$ cat config.mk
export PLATFORM = sky130hd
export DESIGN_NAME = move_input_ctrl
export DESIGN_NICKNAME = d
export VERILOG_FILES = /design/src/rtl/game_pkg.sv /design/src/rtl/btn_debounce.sv /design/src/rtl/move_input_ctrl.sv
export SDC_FILE = /design/constraint.sdc
export NUM_CORES = 1
export LEC_CHECK = 0
export CAP_MARGIN = 40
export CORE_MARGIN = 2
export CORE_UTILIZATION = 30
export CTS_BUF_LIST = sky130_fd_sc_hd__clkbuf_2
export CTS_CLUSTER_SIZE = 8
export DETAILED_ROUTE_END_ITERATION = 7
export PLACE_DENSITY = 0.45
export SYNTH_ARGS = -nofsm -noshare
export SYNTH_HDL_FRONTEND = slang
export SYNTH_SLANG_ARGS = --single-unit
$ cat constraint.sdc
create_clock -name clk -period 2.5 [get_ports clk]
set_input_delay 0.625 -clock clk [delete_from_list [all_inputs] [get_ports clk]]
set_output_delay 0.625 -clock clk [all_outputs]
set_load 0.05 [all_outputs]
$ cat src/rtl/game_pkg.sv
// Shared direction encoding, FSM states and priority helper for the 2048 input path.
package game_pkg;

  localparam int DIR_UP    = 3;
  localparam int DIR_DOWN  = 2;
  localparam int DIR_LEFT  = 1;
  localparam int DIR_RIGHT = 0;
  localparam int NUM_BTN   = 4;

  typedef logic [3:0] dir_t;

  typedef enum logic [1:0] {IDLE, PEND, WAIT_REL} state_t;

  // Keep only the highest-priority set bit: up > down > left > right.
  function automatic dir_t prio_onehot(input dir_t p);
    dir_t r;
    r = '0;
    if (p[DIR_UP])         r[DIR_UP]    = 1'b1;
    else if (p[DIR_DOWN])  r[DIR_DOWN]  = 1'b1;
    else if (p[DIR_LEFT])  r[DIR_LEFT]  = 1'b1;
    else if (p[DIR_RIGHT]) r[DIR_RIGHT] = 1'b1;
    return r;
  endfunction

endpackage

$ cat src/rtl/btn_debounce.sv
// One button: 2-flop synchroniser, stability counter, debounced level and
// a registered one-cycle pulse on each 0->1 change of the level.
module btn_debounce #(
  parameter int DEBOUNCE_CYCLES = 500000,
  parameter int CNT_W           = 20
) (
  input  logic clk,
  input  logic rst,
  input  logic raw,
  output logic level,
  output logic rise
);

  logic [1:0]       sync;
  logic             s;
  logic [CNT_W-1:0] cnt;
  logic             level_d;

  assign s = sync[1];

  // Bring the asynchronous button into the clock domain.
  always_ff @(posedge clk) begin
    if (rst) sync <= '0;
    else     sync <= {sync[0], raw};
  end

  // Count consecutive cycles that disagree with the level; any bounce restarts.
  always_ff @(posedge clk) begin
    if (rst) begin
      cnt   <= '0;
      level <= 1'b0;
    end else if (s != level) begin
      if (cnt == CNT_W'(DEBOUNCE_CYCLES - 1)) begin
        level <= s;
        cnt   <= '0;
      end else begin
        cnt <= cnt + 1'b1;
      end
    end else begin
      cnt <= '0;
    end
  end

  // Registered rising-edge detect on the debounced level.
  always_ff @(posedge clk) begin
    if (rst) begin
      level_d <= 1'b0;
      rise    <= 1'b0;
    end else begin
      level_d <= level;
      rise    <= level & ~level_d;
    end
  end

endmodule

$ cat src/rtl/move_input_ctrl.sv
// Turns four debounced direction buttons into single move requests on a
// valid/ready handshake; a new move needs all buttons released first.
module move_input_ctrl
  import game_pkg::*;
#(
  parameter int DEBOUNCE_CYCLES = 500000,
  parameter int CNT_W           = 20,
  parameter bit BTN_ACTIVE_LOW  = 1'b0
) (
  input  logic       clk,
  input  logic       rst,
  input  logic       ar,
  input  logic       ab,
  input  logic       iz,
  input  logic       de,
  input  logic       move_ready,
  output logic       move_valid,
  output logic [3:0] move_dir,
  output logic [3:0] btn_level
);

  dir_t   raw;
  dir_t   press;
  state_t state, state_d;
  dir_t   dir_q, dir_d;

  // Bit order matches move_dir: [3]=up [2]=down [1]=left [0]=right.
  assign raw = BTN_ACTIVE_LOW ? ~{ar, ab, iz, de} : {ar, ab, iz, de};

  btn_debounce #(
    .DEBOUNCE_CYCLES (DEBOUNCE_CYCLES),
    .CNT_W           (CNT_W)
  ) u_db [NUM_BTN-1:0] (
    .clk   (clk),
    .rst   (rst),
    .raw   (raw),
    .level (btn_level),
    .rise  (press)
  );

  // State and direction registers.
  always_ff @(posedge clk) begin
    if (rst) begin
      state <= IDLE;
      dir_q <= '0;
    end else begin
      state <= state_d;
      dir_q <= dir_d;
    end
  end

  // Next state: latch one move, hold it until accepted, then wait for release.
  always_comb begin
    state_d = state;
    dir_d   = dir_q;
    case (state)
      IDLE: begin
        if (|press) begin
          state_d = PEND;
          dir_d   = prio_onehot(press);
        end
      end
      PEND: begin
        if (move_ready) begin
          state_d = WAIT_REL;
          dir_d   = '0;
        end
      end
      WAIT_REL: begin
        if (btn_level == '0) state_d = IDLE;
      end
      default: begin
        state_d = IDLE;
        dir_d   = '0;
      end
    endcase
  end

  assign move_valid = (state == PEND);
  assign move_dir   = dir_q;

endmodule

# After elaboration in Yosys (flattened, before gate mapping)
# Index checks and enable logic that the tools add are counted.
[word_totals] out_inout_bits=9 wordCells=79 register_bits=106 inputBits=7
[op_classes] muxes=14 n_eq_ne=13 n_addsub=4 n_reduce_logical=13 n_bitwise=13
[op_table] operator="adder 20 x 1 -> 20 bit (second input constant)" count=4
[op_table] operator="equality test 20 x 19 -> 1 bit (second input constant)" count=4
[op_table] operator="one-hot mux 4 bit (3 select lines)" count=1
[op_table] operator="OR reduction 3 bit" count=4
[op_table] operator="inverter 1 bit" count=9
[op_table] operator="2-to-1 mux 2 bit" count=4
[op_table] operator="2-to-1 mux 4 bit" count=2
[op_table] operator="AND reduction 2 bit" count=4
[op_table] operator="!= test 2 bit (second input constant)" count=3
[op_table] operator="one-hot mux 2 bit (3 select lines)" count=1
[op_table] operator="AND reduction 3 bit" count=2
[op_table] operator="2-to-1 mux 1 bit" count=5
[op_table] operator="AND 1 bit" count=4
[op_table] operator="zero test 4 bit" count=1
[op_table] operator="!= test 1 bit" count=4
[op_table] operator="OR reduction 4 bit" count=1
[op_table] operator="2-to-1 mux 3 bit" count=1
[op_table] operator="equality test 2 x 1 -> 1 bit (second input constant)" count=1
[op_table] operator="equality test 2 bit (second input constant)" count=1
[op_table] operator="zero test 2 bit" count=1

# Logic depth before layout (Yosys ltp)
[depth] ltp_word=6 mapped_depth=7 depth_no_buf=5

# Hierarchy
# From an unflattened synthesis, not the netlist that was laid out.
[unflattened] hier_cells=503 area_unflattened_um2=4593.2
[modules_own_cells] mod="btn_debounce" n_inst=4 area_each_um2=1072.3 cells_each=117 seq_area_each_um2=500.5
[modules_own_cells] mod="move_input_ctrl" n_inst=1 area_each_um2=304.0 cells_each=35 seq_area_each_um2=120.1

# Worst setup path before layout
# No wires, ideal clock.
[synth_path] path_type="register to register" start="register u_db[3].cnt[5]" end="register u_db[3].cnt[10]" path_slack_ps=621 stages_incl_launch_ff=6 path_buffers=1 arrival_ps=1761 required_ps=2383 path_cell_list="dfxtp_1 > or4b_1 > or4_1 > o21ai_1 > buf_2 > nor2_1"
[synth_via] elab_chain_cells=2 elab_cells_between_ends=3 cone_classes="1 x add/sub; 1 x eq/ne; 1 x reduce/logical"
[synth_lines] item="from (decl)" line="btn_debounce.sv:16" source="logic [CNT_W-1:0] cnt;"
[synth_lines] item="from (signal assigned)" line="btn_debounce.sv:37" source="cnt <= cnt + 1'b1;"
[synth_lines] item="branches (longest 2 deep; another with adder 20 x 1 -> 20 bit)"
# Several ways; the timed one is not identified.
# A chain may end at the register's enable or synchronous reset.

# Worst setup path in the final report
[layout_path] start="register u_db[1].level" end="output btn_level[1]"
[layout_rtl] item="from (decl)" line="btn_debounce.sv:10" source="output logic level,"
[layout_rtl] item="from (signal assigned)" line="btn_debounce.sv:34" source="level <= s;"
[layout_rtl] item="to (decl)" line="move_input_ctrl.sv:19" source="output logic [3:0] btn_level"
# No word-level cell between the ends.

==> summary.txt <==
Layout
  – Layout area overhead: 10.73%
  – Final nets: 536
  – Ant diodes: 0
  – Register Area: 2122 sq um
  – Layout cell share with drive strength beyond 1: 6.226%
  – Leading cell type in the layout, fill and taps excluded: dfxtp_1
  – Multi-input logic area: 2181 sq um
  – Post-route cell area: 4947 sq um
  – Number of fill cells in the layout: 1524
  – Fin cells: 714
  – Most frequent cells in the layout: dfxtp_1, nor2_1, xnor2_1

STA
  – Slew Limit Fails: 0
  – Max_slew headroom: 61.16%
  – Fin. Hold Viols: 0
  – Final setup vio count: 0
  – Sum of negative setup slack: 0 ns
  – RSZ-0062 raised after global routing: no
  – Worst-Margin Slew: 0.5736 ns
  – Period Utilization, post-route: 91.88%
  – Final Critical Period: 2.297 ns
  – Worst hold margin: 0.3999 ns
  – F_max: 435.4 MHz
  – Worst clock skew: 0.02404 ns

Logic synthesis
  – Synth warnings: 0
  – Top-area cell type share of the netlist area: 47.49%
  – Post-Syn Nets: 519
  – Synth area leaders: dfxtp_1, xnor2_1, nor2_1
  – Synthesized area: 4468 sq um
  – Yosys top cell by area: dfxtp_1
  – Post-Synthesis Cells: 508
  – Average size of a mapped cell: 8.795 sq um
  – Seq/Total Area, Yosys: 47.49%
  – Netlist cell types: 39
  – #FFs+latches synth: 106

GRT
  – Met2 usage: 17.49%
  – Grt peak-use layer: met2
  – Gr usage total: 11.52%
  – Gr ovfl total: 0
  – Vias in the first global route: 3223
  – Largest net degree at the start of global routing: 21
  – First-pass GRT wire length: 15.12 mm
  – M1 GR Usage: 15.41%
  – Initial antenna violation count: 0
  – Met3 Use GR: 2.294%

Detailed routing
  – Vias: 3437
  – Routed len/inst: 12.07 um
  – Detailed Route Iter0 Violations: 223
  – DR DRC count: 0
  – Via density: 4.814
  – Post-Route WL: 8.617 mm
  – Antenna Violating Nets Remaining: 0
  – First drt pass iteration count: 5

Place
  – GP Congestion: 0.7090
  – Dpl cells: 698
  – Placed instance area: 4826 sq um
  – # port buffers: 15
  – Half-perimeter wire length after placement: 6.049 mm

Worst setup path
  – R2r setup slk: 0.36 ns
  – Slowest CP cell: dlygate4sd2_1
  – Critical Path AT: 1.67 ns
  – Reg2reg start: u_db[3].cnt[0]$_SDFF_PP0_
  – Setup crit end kind: output port
  – Critical path class: flip-flop to output port
  – Cell Chain, Critical Path: dlygate4sd2_1
  – Max incr delay on CP: 0.56 ns
  – Family with the most delay on the worst path: buffers and inverters
  – CP max FO: 5
  – Worst r2r path cells: 5
  – CP Launch Type: flip-flop
  – Worst path required time: 1.88 ns
  – CP startpoint: u_db[1].level$_SDFFE_PP0P_
  – Worst R2R End: u_db[3].cnt[16]$_SDFF_PP0_
  – Worst path bufs/invs: 1

Worst hold path
  – HP Start: u_db[2].level_d$_SDFF_PP0_
  – Hold path cells: 1
  – Hold Path Class: flip-flop to flip-flop
  – Hold EP: u_db[2].rise$_SDFF_PP0_

Power
  – Pleak: 1.494 nW
  – Maximum VDD drop: 236.0 uV
  – Final Power: 2.622 mW
  – Power Density: 530.0 nW/um^2

Run status
  – Status: finished clean

Flow run
  – Max_cap viols: 0

CTS
  – Clk root buf: clkbuf_2
  – Total CTS buffers: 9
  – Clock Sinks: 106
  – Clk pin slew, worst setup/hold paths: 0.26 ns
  – Worst skew pair latency: 0.59 ns
  – CTS tree: done
  – Deepest clock path buffer count: 2
  – H-tree depth: 3

Die
  – Die area: 15890 sq um
  – Die Y: 126.0 um
  – Num rows: 44
  – Core area: 14530 sq um
  – Starting density of the core: 30.74%
  – Top Ports: 16
  – Die Wd: 126.0 um
-- flip-flops by register name (all words and copies together), names as in the netlist --
register      count
u_db.cnt         80
u_db.sync         8
move_dir          4
u_db.level        4
u_db.level_d      4
u_db.rise         4
state             2
-- synth_stat cells, drive strengths merged --
| master | n |
|---|---|
| xnor2 | 37 |
| dfxtp | 106 |
| nand2 | 22 |
| nand4 | 23 |
| nor4bb | 1 |
| a22oi | 2 |
| clkbuf | 8 |
| ha | 4 |
| o21ai | 22 |
| nand2b | 1 |
| o311ai | 1 |
| nand3b | 1 |
| nor2 | 78 |
| nor3b | 1 |
| nor2b | 17 |
| or3b | 2 |
| and3 | 3 |
| buf | 11 |
| nor3 | 13 |
| nor4 | 13 |
| nor4b | 3 |
| xor2 | 19 |
| or2 | 3 |
| and4 | 4 |
| inv | 18 |
| and2 | 1 |
| a2111oi | 1 |
| a21oi | 26 |
| or4b | 2 |
| nand3 | 23 |
| a2bb2oi | 1 |
| or4 | 16 |
| or3 | 19 |
| o31ai | 6 |
-- kinds of logic after synthesis --
family | Yosys count | share of synthesized area (%)
buf+inv | 37 | 3.696
flops | 106 | 47.49
xor+xnor | 56 | 10.98
fa+ha+maj | 4 | 1.120
simple gates | 246 | 29.40
compound gates | 59 | 7.309
-- worst max path at each step --
stage / end / slack [ns] / cells past startpoint
floorplan: u_db[3].cnt[10]$_SDFF_PP0_ / 0.62 / 5
global placement: u_db[3].cnt[16]$_SDFF_PP0_ / 0.40 / 5
detailed placement: u_db[3].cnt[16]$_SDFF_PP0_ / 0.40 / 5
CTS: move_valid / 0.01 / 2
global route: btn_level[3] / 0.08 / 1
finish: btn_level[1] / 0.20 / 1
-- final cells by class --
cell class,instances,share of cell area [%]
inverter,18,1.366
multi-input combinational,365,44.08
tap,184,4.654
clock buffer,9,0.9105
timing repair buffer,25,4.401
sequential,106,42.89
clock inverter,7,1.694
-- where the power goes --
| part | internal [mW] | total (mW) | switching, mW |
|---|---|---|---|
| logic | 0.0211 | 0.0445 | 0.0235 |
| clock network | 0.318 | 0.869 | 0.551 |
| registers | 1.70 | 1.71 | 0.00446 |
-- stage by stage --
step           utilization [%]  setup WS, ns
2_1_floorplan                -        0.6214
3_3_place_gp             33.20        0.3985
3_5_place_dp             33.20        0.4045
4_1_cts                  34.03       0.01175
5_1_grt                  34.04       0.07732
6_report                 34.04        0.2030
-- metal layers --
| layer | wire (um) | part of all wire [%] |
|---|---|---|
| met3 | 228 | 2.6 |
| met2 | 3679 | 43 |
| met4 | 229 | 2.7 |
| met5 | 0 | 0 |
| met1 | 4480 | 52 |
-- timing repair --
action / CTS / global route
setup buffers: 0 / 0
endpoints found under the setup margin: 7 / 3
gates resized for setup: 7 / 4
hold buffers: 0 / 0
Note: power is estimated with default switching activity, not from simulation.
